### config.mk
export PLATFORM = sky130hd
export DESIGN_NAME = dram_arbiter_flat
export DESIGN_NICKNAME = d
export VERILOG_FILES = /design/src/rtl/dram_arb_pkg.sv /design/src/rtl/dram_arb_if.sv /design/src/rtl/dram_arb_rr.sv /design/src/rtl/dram_arbiter.sv /design/src/flat_wrapper.sv
export SDC_FILE = /design/constraint.sdc
export NUM_CORES = 1
export LEC_CHECK = 0
export CORE_ASPECT_RATIO = 0.8
export CORE_MARGIN = 2
export CORE_UTILIZATION = 40
export CTS_CLUSTER_DIAMETER = 120
export DETAILED_ROUTE_END_ITERATION = 12
export HOLD_SLACK_MARGIN = 0.02
export PLACE_DENSITY = 0.79
export SETUP_SLACK_MARGIN = 0.2
export SLEW_MARGIN = 10
export SYNTH_ARGS = -nofsm -noshare
export SYNTH_HDL_FRONTEND = slang
export SYNTH_HIERARCHICAL = 1
export SYNTH_SLANG_ARGS = --single-unit
### constraint.sdc
create_clock -name clk -period 1.76 [get_ports clk]
set_input_delay 0.176 -clock clk [delete_from_list [all_inputs] [get_ports clk]]
set_output_delay 0.176 -clock clk [all_outputs]
set_load 0.02 [all_outputs]
### src/rtl/dram_arb_pkg.sv
// Shared types and constants for the two-requester DRAM arbiter.
// Read tags carry {valid, requester id} alongside the RAM read pipeline.
package dram_arb_pkg;

    localparam int ADDR_W_DEF = 8;
    localparam int DATA_W_DEF = 16;
    localparam int RD_LAT_MIN = 1;
    localparam int RD_LAT_MAX = 2;

    typedef enum logic {
        REQ1 = 1'b0,
        REQ2 = 1'b1
    } req_id_t;

    typedef struct packed {
        logic    valid;
        req_id_t id;
    } rd_tag_t;

    // Out-of-range latencies are pulled into the supported window.
    function automatic int clamp_lat(input int lat);
        if (lat < RD_LAT_MIN) return RD_LAT_MIN;
        if (lat > RD_LAT_MAX) return RD_LAT_MAX;
        return lat;
    endfunction

endpackage

### src/rtl/dram_arb_if.sv
// Requester-side access bus: request/write fields in, accept pulse and read return out.
interface dram_arb_if
    import dram_arb_pkg::*;
#(
    parameter int ADDR_W = ADDR_W_DEF,
    parameter int DATA_W = DATA_W_DEF
);
    logic              req;
    logic              we;
    logic [ADDR_W-1:0] addr;
    logic [DATA_W-1:0] wdata;
    logic              gnt;
    logic              rvalid;
    logic [DATA_W-1:0] rdata;

    modport master (output req, we, addr, wdata, input gnt, rvalid, rdata);
    modport slave  (input req, we, addr, wdata, output gnt, rvalid, rdata);
endinterface

### src/rtl/dram_arb_rr.sv
// Two-way picker: round-robin on last grant, or fixed priority to requester 1
// when DRAM_ARB_FIXED_PRIO_EN is defined.
module dram_arb_rr
    import dram_arb_pkg::*;
(
    input  logic [1:0] req,
`ifndef DRAM_ARB_FIXED_PRIO_EN
    input  req_id_t    last_gnt,
`endif
    output logic [1:0] gnt
);

`ifdef DRAM_ARB_FIXED_PRIO_EN
    assign gnt = {req[1] & ~req[0], req[0]};
`else
    // On a tie the side that was not served last wins.
    assign gnt[0] = req[0] & (~req[1] | (last_gnt == REQ2));
    assign gnt[1] = req[1] & (~req[0] | (last_gnt == REQ1));
`endif

endmodule

### src/rtl/dram_arbiter.sv
// Shared single-port DRAM arbiter/sequencer for two requesters.
// Optional DRAM_ARB_FIXED_PRIO_EN selects fixed priority instead of round-robin.
module dram_arbiter
    import dram_arb_pkg::*;
#(
    parameter int ADDR_W = ADDR_W_DEF,
    parameter int DATA_W = DATA_W_DEF,
    parameter int RD_LAT = 1
) (
    input  logic              clk,
    input  logic              rst,
    dram_arb_if.slave         p1,
    dram_arb_if.slave         p2,
    output logic [ADDR_W-1:0] ram_addr,
    output logic              ram_wren,
    output logic [DATA_W-1:0] ram_data,
    input  logic [DATA_W-1:0] ram_q,
    output logic              busy
);

    localparam int LAT = clamp_lat(RD_LAT);

    logic [1:0]        req;
    logic [1:0]        pick;
    logic [1:0]        gnt;
    logic              issue_we;
    logic [ADDR_W-1:0] issue_addr;
    logic [DATA_W-1:0] issue_data;
    rd_tag_t [LAT:0]   tags;
    logic              in_flight;
    logic              ret1, ret2;
    logic              rvalid1, rvalid2;
    logic [DATA_W-1:0] rdata1, rdata2;

    assign req = {p2.req, p1.req};

`ifdef DRAM_ARB_FIXED_PRIO_EN
    dram_arb_rr u_pick (.req(req), .gnt(pick));
`else
    req_id_t last_gnt;

    dram_arb_rr u_pick (.req(req), .last_gnt(last_gnt), .gnt(pick));

    always_ff @(posedge clk) begin
        if (rst)         last_gnt <= REQ2;
        else if (gnt[0]) last_gnt <= REQ1;
        else if (gnt[1]) last_gnt <= REQ2;
    end
`endif

    assign gnt    = rst ? 2'b00 : pick;
    assign p1.gnt = gnt[0];
    assign p2.gnt = gnt[1];

    assign issue_we   = gnt[1] ? p2.we    : p1.we;
    assign issue_addr = gnt[1] ? p2.addr  : p1.addr;
    assign issue_data = gnt[1] ? p2.wdata : p1.wdata;

    // Address/data hold through idle cycles; only the write strobe drops.
    always_ff @(posedge clk) begin
        if (rst) begin
            ram_addr <= '0;
            ram_wren <= 1'b0;
            ram_data <= '0;
        end else if (|gnt) begin
            ram_addr <= issue_addr;
            ram_wren <= issue_we;
            ram_data <= issue_data;
        end else begin
            ram_wren <= 1'b0;
        end
    end

    // tags[k] is live k+1 cycles after the grant; tags[LAT] lines up with ram_q.
    always_ff @(posedge clk) begin
        if (rst) begin
            tags <= '0;
        end else begin
            tags[0].valid <= (|gnt) & ~issue_we;
            tags[0].id    <= gnt[1] ? REQ2 : REQ1;
            for (int i = 1; i <= LAT; i++) tags[i] <= tags[i-1];
        end
    end

    assign ret1 = tags[LAT].valid & (tags[LAT].id == REQ1);
    assign ret2 = tags[LAT].valid & (tags[LAT].id == REQ2);

    always_ff @(posedge clk) begin
        if (rst) begin
            rvalid1 <= 1'b0;
            rvalid2 <= 1'b0;
            rdata1  <= '0;
            rdata2  <= '0;
        end else begin
            rvalid1 <= ret1;
            rvalid2 <= ret2;
            if (ret1) rdata1 <= ram_q;
            if (ret2) rdata2 <= ram_q;
        end
    end

    assign p1.rvalid = rvalid1;
    assign p1.rdata  = rdata1;
    assign p2.rvalid = rvalid2;
    assign p2.rdata  = rdata2;

    always_comb begin
        in_flight = 1'b0;
        for (int i = 0; i <= LAT; i++) in_flight = in_flight | tags[i].valid;
    end

    assign busy = ~rst & ((|req) | in_flight);

endmodule
### src/flat_wrapper.sv
// flat-port wrapper written by rule: the top's interface ports become plain ports
module dram_arbiter_flat import dram_arb_pkg::*;
#(
    parameter int ADDR_W = ADDR_W_DEF,
    parameter int DATA_W = DATA_W_DEF,
    parameter int RD_LAT = 1
)
  (clk, rst, ram_addr, ram_wren, ram_data, ram_q, busy, p1_req, p1_we, p1_addr, p1_wdata, p1_gnt, p1_rvalid, p1_rdata, p2_req, p2_we, p2_addr, p2_wdata, p2_gnt, p2_rvalid, p2_rdata);
  dram_arb_if #(.ADDR_W(ADDR_W), .DATA_W(DATA_W)) p1_i ();
  dram_arb_if #(.ADDR_W(ADDR_W), .DATA_W(DATA_W)) p2_i ();
  input  logic clk;
  input  logic rst;
  output logic [ADDR_W-1:0] ram_addr;
  output logic ram_wren;
  output logic [DATA_W-1:0] ram_data;
  input  logic [DATA_W-1:0] ram_q;
  output logic busy;
  input wire logic [$bits(p1_i.req)-1:0] p1_req;
  input wire logic [$bits(p1_i.we)-1:0] p1_we;
  input wire logic [$bits(p1_i.addr)-1:0] p1_addr;
  input wire logic [$bits(p1_i.wdata)-1:0] p1_wdata;
  output wire logic [$bits(p1_i.gnt)-1:0] p1_gnt;
  output wire logic [$bits(p1_i.rvalid)-1:0] p1_rvalid;
  output wire logic [$bits(p1_i.rdata)-1:0] p1_rdata;
  input wire logic [$bits(p2_i.req)-1:0] p2_req;
  input wire logic [$bits(p2_i.we)-1:0] p2_we;
  input wire logic [$bits(p2_i.addr)-1:0] p2_addr;
  input wire logic [$bits(p2_i.wdata)-1:0] p2_wdata;
  output wire logic [$bits(p2_i.gnt)-1:0] p2_gnt;
  output wire logic [$bits(p2_i.rvalid)-1:0] p2_rvalid;
  output wire logic [$bits(p2_i.rdata)-1:0] p2_rdata;
  assign p1_i.req = p1_req;
  assign p1_i.we = p1_we;
  assign p1_i.addr = p1_addr;
  assign p1_i.wdata = p1_wdata;
  assign p1_gnt = p1_i.gnt;
  assign p1_rvalid = p1_i.rvalid;
  assign p1_rdata = p1_i.rdata;
  assign p2_i.req = p2_req;
  assign p2_i.we = p2_we;
  assign p2_i.addr = p2_addr;
  assign p2_i.wdata = p2_wdata;
  assign p2_gnt = p2_i.gnt;
  assign p2_rvalid = p2_i.rvalid;
  assign p2_rdata = p2_i.rdata;
  dram_arbiter #(.ADDR_W(ADDR_W), .DATA_W(DATA_W), .RD_LAT(RD_LAT)) u_core (.clk(clk), .rst(rst), .p1(p1_i), .p2(p2_i), .ram_addr(ram_addr), .ram_wren(ram_wren), .ram_data(ram_data), .ram_q(ram_q), .busy(busy));
endmodule
* Word level (Yosys, flattened, before mapping) *
Cells that the tools add are included.

cells by class
  mux-type cells = 7
  reduce and logical (&&, ||, !) cells = 4
  bitwise gates (word level) = 17

operators by type and width
  operator            count
  $mux W16            1
  $mux W8             1
  $not A1 Y1          7
  $and A1 B1 Y1       6
  $reduce_or A2 Y1    3
  $mux W1             4
  $or A1 B1 Y1        4
  $mux W2             1
  $reduce_bool A2 Y1  1

word-level totals
  word-level logic and storage cells = 40
  bits in registers = 64
  output and inout port bits = 62

* Longest topological paths before layout *
  depth after elaboration = 7
  mapped depth = 7
  mapped depth without buffers = 5

* Cells and area by module *
Netlist, hierarchy kept.

modules (own cells, without submodules)
  module        sequential area each (µm²)  area each (µm²)  instances  cells an instance
  dram_arbiter  1281.2                      2621.3           1          275
  dram_arb_rr   0.0                         18.8             1          3

* Least setup slack after synthesis *
Ideal clock, no wire load.

  kind = register to register
  start point = register u_core.last_gnt
  end point = register u_core.ram_addr[4]
  data required time = 1.643 ns
  stages on the path, launching flop included = 8
  arrival = 1.272 ns
  setup slack = 0.370 ns
  buffers on the path = 2
  path through = dfxtp_1 > inv_1 > a21boi_1 > buf_6 > buf_6 > mux2_4 > mux2i_1 > nor2_1

between the ends
  elaborated cells on any way between the ends = 8

RTL lines
  element                   RTL line            source
  from (decl)               dram_arbiter.sv:40  req_id_t last_gnt;
  from (signal assigned)    dram_arbiter.sv:45  if (rst) last_gnt <= REQ2;
  from (signal assigned)    dram_arbiter.sv:46  else if (gnt[0]) last_gnt <= REQ1;
  from (signal assigned)    dram_arbiter.sv:47  else if (gnt[1]) last_gnt <= REQ2;
  $or A1 B1 Y1              dram_arb_rr.sv:17   assign gnt[0] = req[0] & (~req[1] | (last_gnt == REQ2));
  $and A1 B1 Y1             dram_arb_rr.sv:17
  named net u_core.pick[0]  dram_arbiter.sv:24  logic [1:0] pick;
  $mux W2                   dram_arbiter.sv:51  assign gnt = rst ? 2'b00 : pick;
  $reduce_or A2 Y1          dram_arbiter.sv:65  end else if (|gnt) begin
  to (signal assigned)      dram_arbiter.sv:66  ram_addr <= issue_addr;
  to (decl)                 dram_arbiter.sv:14  output logic [ADDR_W-1:0] ram_addr,

The timed path passes the listed nets, and every way through them passes these cells.
A chain may end at the register's enable or synchronous reset.

* Final worst setup path *
  start point = register u_core.last_gnt
  end point = register u_core.ram_addr[1]

The elaborated chain is that of the path after synthesis.

==> results.txt <==
The tools report the number of antenna violations at the first check in global routing as 0. The worst setup path is of the flop to flop kind. For the max-slew violation count, the log shows 0. The tools report the root buffer selected by CTS as sky130_fd_sc_hd__clkbuf_8. The clock tree buffer depth is 2, and the area taken by flip-flops and latches is 1280 um^2. The required time at the worst-slack endpoint was 1.97 ns. The standard cell with the maximum stage delay on the critical path was sky130_fd_sc_hd__dfxtp_4. In this design, the largest share of critical-path delay is due to multiplexers. The leakage power figure was 1.65 nW. The die covers 7270 um^2. Global-route total usage across every layer: 0.204.

IR analysis of the VDD net gives a maximum drop of 0.478 mV. In this run the critical register-to-register path is launched from u_core/last_gnt$_SDFFE_PP1P_. Across all setup checks in the final design, the least slack found is 0.216 ns. After clock tree synthesis, the clock-pin slew on the worst setup and hold paths is 0.06 ns. The adder-cell share of the synthesized area is 0. Total placed cells including tap cells: 479. Detailed routing inserted a total of 2368 vias. The number of enable flip-flop cells after synthesis works out to 0. The worst hold path was traced through 2 stages. Of all nets on the critical path, the largest fanout is 13. The count of hold-fix buffers inserted at cts is 0, and the number of iterations in the first detailed-routing pass is 4. The detailed router finished its first iteration with 80 violations. For the via count of the first global-routing pass, the log shows 2360.

The library cells used most frequently in the layout, excluding fill and tap cells, are sky130_fd_sc_hd__clkdlybuf4s50_1 (126), sky130_fd_sc_hd__nand2_1 (66), sky130_fd_sc_hd__dfxtp_1 (63). The worst setup path is captured at a flop. The final layout contains 481 nets.

Entering global routing, the biggest net connects 57 pins. The vertical die dimension was 76.7 um; the total DRC errors in the routed layout was 0. The total count of hold-check failures in the final report was 0; the clock network power share was 0.354. In this run the worst hold path is classified as input pin to flop. After floorplanning, the core was divided into 26 placement rows. Summing every instance area after synthesis gives 2640 um^2. At the later pin of the worst-skew pair, clock insertion delay measures 0.32 ns.

From synthesis to final layout, the design area changed by 61.4%. The H-tree generated during clock tree synthesis spans 3 levels. The area of the multi-input gates is 1240 um^2.

132 I/O pins were placed. After detailed routing, the number of vias per cell comes to 4.76. The internal portion of the total power is 2.63 mW. The multiplexer share of the synthesized area is 0.216. Dominant synthesized flop cell: sky130_fd_sc_hd__dfxtp_1. The flow ran to the end, and the final reports show no timing, DRC or antenna violations. The fraction of power spent switching nets was 0.240; the placeable core region was 6380 um^2. The logic depth of the worst register-to-register path came out at 7.

The pin slew with the least headroom to its limit was 0.619 ns; the max-slew headroom at the worst pin was 0.586. The xor and xnor area share after synthesis is 0. Max-capacitance violation count: 0.

Endpoint of the worst-slack reg-to-reg timing path: u_core/ram_addr[1]$_SDFFE_PP0P_. The sum of overflow across all layers after global routing is 0. The hold path endpoint is u_core/ram_data[2]$_SDFFE_PP0P_. Detailed placement finished with a half-perimeter wire length of 5160 um.

Setup repair after global routing could not meet its margin everywhere. In this run the remaining antenna-violating nets after routing total 0. The number of clock buffers added by TritonCTS is 9.

The signal on the critical path passes through inv_1 > a21boi_4 > buf_4 > buf_16 > mux2_4 > mux2i_1 > nor2_1. The final layout contains routed wiring with a total length of 7420 um. The share of synthesized registers carrying an async set or reset came out at 0. For the final database, setup skew stands at 0.00460 ns.

After the flow finishes, the layout carries non-filler instances totaling 498. The shortest clock period the worst path allows after layout is 1.54 ns, and the number of nets in the synthesized netlist is 348. The final critical-path share of the clock period is 0.877, and the flip-flop and latch count after synthesis is 64. The port buffer count came out at 131. The first-pass GRT wire length is 11500 um, and the part of the power in registers is 0.447. Number of antenna diodes: 0.

Combinational fraction of design power: 0.198. Before CTS, the worst setup slack after placement is -0.115 ns. By area, the combinational part of the netlist is dominated by multiplexers. The share of the yosys chip area belonging to registers is 0.485.

The filler cells instantiated in the layout total 543. For the switching power, the log shows 832 uW. Power comes to 3.47 mW. Setup violations remaining at the end of the flow were counted as 0. Number of standard cells after synthesis: 278. The fraction of layout instances using a drive strength above 1 was 0.145. The category of the worst setup path launch point was a flop. For this run, the slowest stage of the critical path takes 0.37 ns.

The post-synthesis cell type count is 26, and the worst path arrival time is 1.75 ns. Timing would allow up to 648 MHz. TritonCTS built the clock tree. Leaving out fill and tap cells, the most frequent cell in the layout is sky130_fd_sc_hd__clkdlybuf4s50_1. The buffers plus inverters on the worst setup path is 3.

The clock net in this run drives a total of 64 sinks. The synthesized area per cell is 9.50 um^2. The worst register-to-register path has a setup slack of 0.22 ns.

For the routability congestion estimate, the log shows 0.753. Hold is met by 0.184 ns. The width of the die came out at 94.8 um. Initial core utilization: 0.414.

The power per standard cell area was 813 nW/um^2. Yosys printed 6 warnings. The average routed wire per standard cell is 14.9 um, and the area fraction in compound gates after synthesis is 0.0758. The synthesized-area fraction occupied by and/or/nand/nor cells came out at 0.165.

The tools report the worst min-delay path startpoint as rst.
==> registers in the layout (all words and copies together), names as in the netlist <==
signal and flops:
u_core/last_gnt 1, u_core/p1.rdata 16, u_core/p1.rvalid 1, u_core/p2.rdata 16
u_core/p2.rvalid 1, u_core/ram_addr 8, u_core/ram_data 16, u_core/ram_wren 1
u_core/tags 4
==> worst reg2reg max path: cells and delay by family, from the launching register on <==
| kind | cells | cell delay (ns) |
|---|---|---|
| muxes | 2 | 0.47 |
| DFF | 1 | 0.37 |
| buffers and inverters | 3 | 0.37 |
| AOI/OAI and AO/OA | 1 | 0.16 |
| and+or+nand+nor | 1 | 0.06 |
==> per-stage QoR <==
step,setup TNS [ns],utilization,cell area (um^2)
3_3_place_gp,-0.523,0.627,4000
5_1_grt,0,0.668,4260
4_1_cts,0,0.663,4230
6_report,0,0.668,4260
2_1_floorplan,0,-,2640
3_5_place_dp,-1.42,0.627,4000
==> power by group through the flow <==
stage          Sequential (mW)  Combinational, mW  Clock [mW]
2_1_floorplan             1.65              0.266           0
3_3_place_gp              1.58              0.650           0
4_1_cts                   1.55              0.677        1.25
3_5_place_dp              1.58              0.661           0
5_1_grt                   1.56              0.726        1.33
6_report                  1.55              0.688        1.23
==> cell usage after synthesis, types with 2 or more instances <==
library cell,number,area share
sky130_fd_sc_hd__mux2i_1,24,0.091
sky130_fd_sc_hd__clkbuf_1,4,0.0057
sky130_fd_sc_hd__clkbuf_2,3,0.0057
sky130_fd_sc_hd__nor2b_1,6,0.014
sky130_fd_sc_hd__mux2_4,16,0.091
sky130_fd_sc_hd__nor2_1,27,0.038
sky130_fd_sc_hd__nand2_1,66,0.094
sky130_fd_sc_hd__inv_1,2,0.0028
sky130_fd_sc_hd__dfxtp_1,64,0.49
sky130_fd_sc_hd__mux2_2,8,0.034
sky130_fd_sc_hd__buf_6,4,0.017
sky130_fd_sc_hd__a21oi_2,2,0.0066
sky130_fd_sc_hd__buf_2,6,0.011
sky130_fd_sc_hd__nor3b_1,2,0.0057
sky130_fd_sc_hd__a21oi_1,32,0.061
sky130_fd_sc_hd__buf_4,2,0.0057
==> metal layers <==
metal,track usage,up-vias,wire (um)
met3,0.0481,11,323
met1,0.238,1110,3160
li1,-,1176,-
met4,0.0739,0,132
met5,0,-,0
met2,0.360,71,3810
==> timing repair <==
action	in CTS	in global routing
cloned	1	1
setup buffers	0	3
pin swaps	1	1
resized for setup	9	7
setup endpoints to repair	24	15
==> cell type report <==
| cell class | count | area share |
|---|---|---|
| Timing Repair Buffer | 143 | 0.336 |
| Sequential cell | 64 | 0.302 |
| Multi-Input combinational cell | 191 | 0.290 |
| Clock buffer | 11 | 0.0355 |
| Tap cell | 84 | 0.0247 |
| Clock inverter | 3 | 0.00998 |
| Inverter | 2 | 0.00176 |
==> how the worst max path moves through the flow <==
| stage | from | endpoint | cells past startpoint |
|---|---|---|---|
| floorplan | u_core/last_gnt$_SDFFE_PP1P_ | u_core/ram_addr[4]$_SDFFE_PP0P_ | 7 |
| global placement | p2_req | p2_gnt | 4 |
| detailed placement | p2_req | p2_gnt | 4 |
| CTS | u_core/last_gnt$_SDFFE_PP1P_ | u_core/ram_addr[5]$_SDFFE_PP0P_ | 6 |
| global route | u_core/last_gnt$_SDFFE_PP1P_ | u_core/ram_data[13]$_SDFFE_PP0P_ | 7 |
| finish | u_core/last_gnt$_SDFFE_PP1P_ | u_core/ram_addr[1]$_SDFFE_PP0P_ | 7 |
==> kinds of logic after synthesis <==
logic type / count (synthesis)
compound gates: 37
mux: 48
flops: 64
simple gates: 106
buf+inv: 23
No activity file was read; power rests on OpenSTA's default activity.
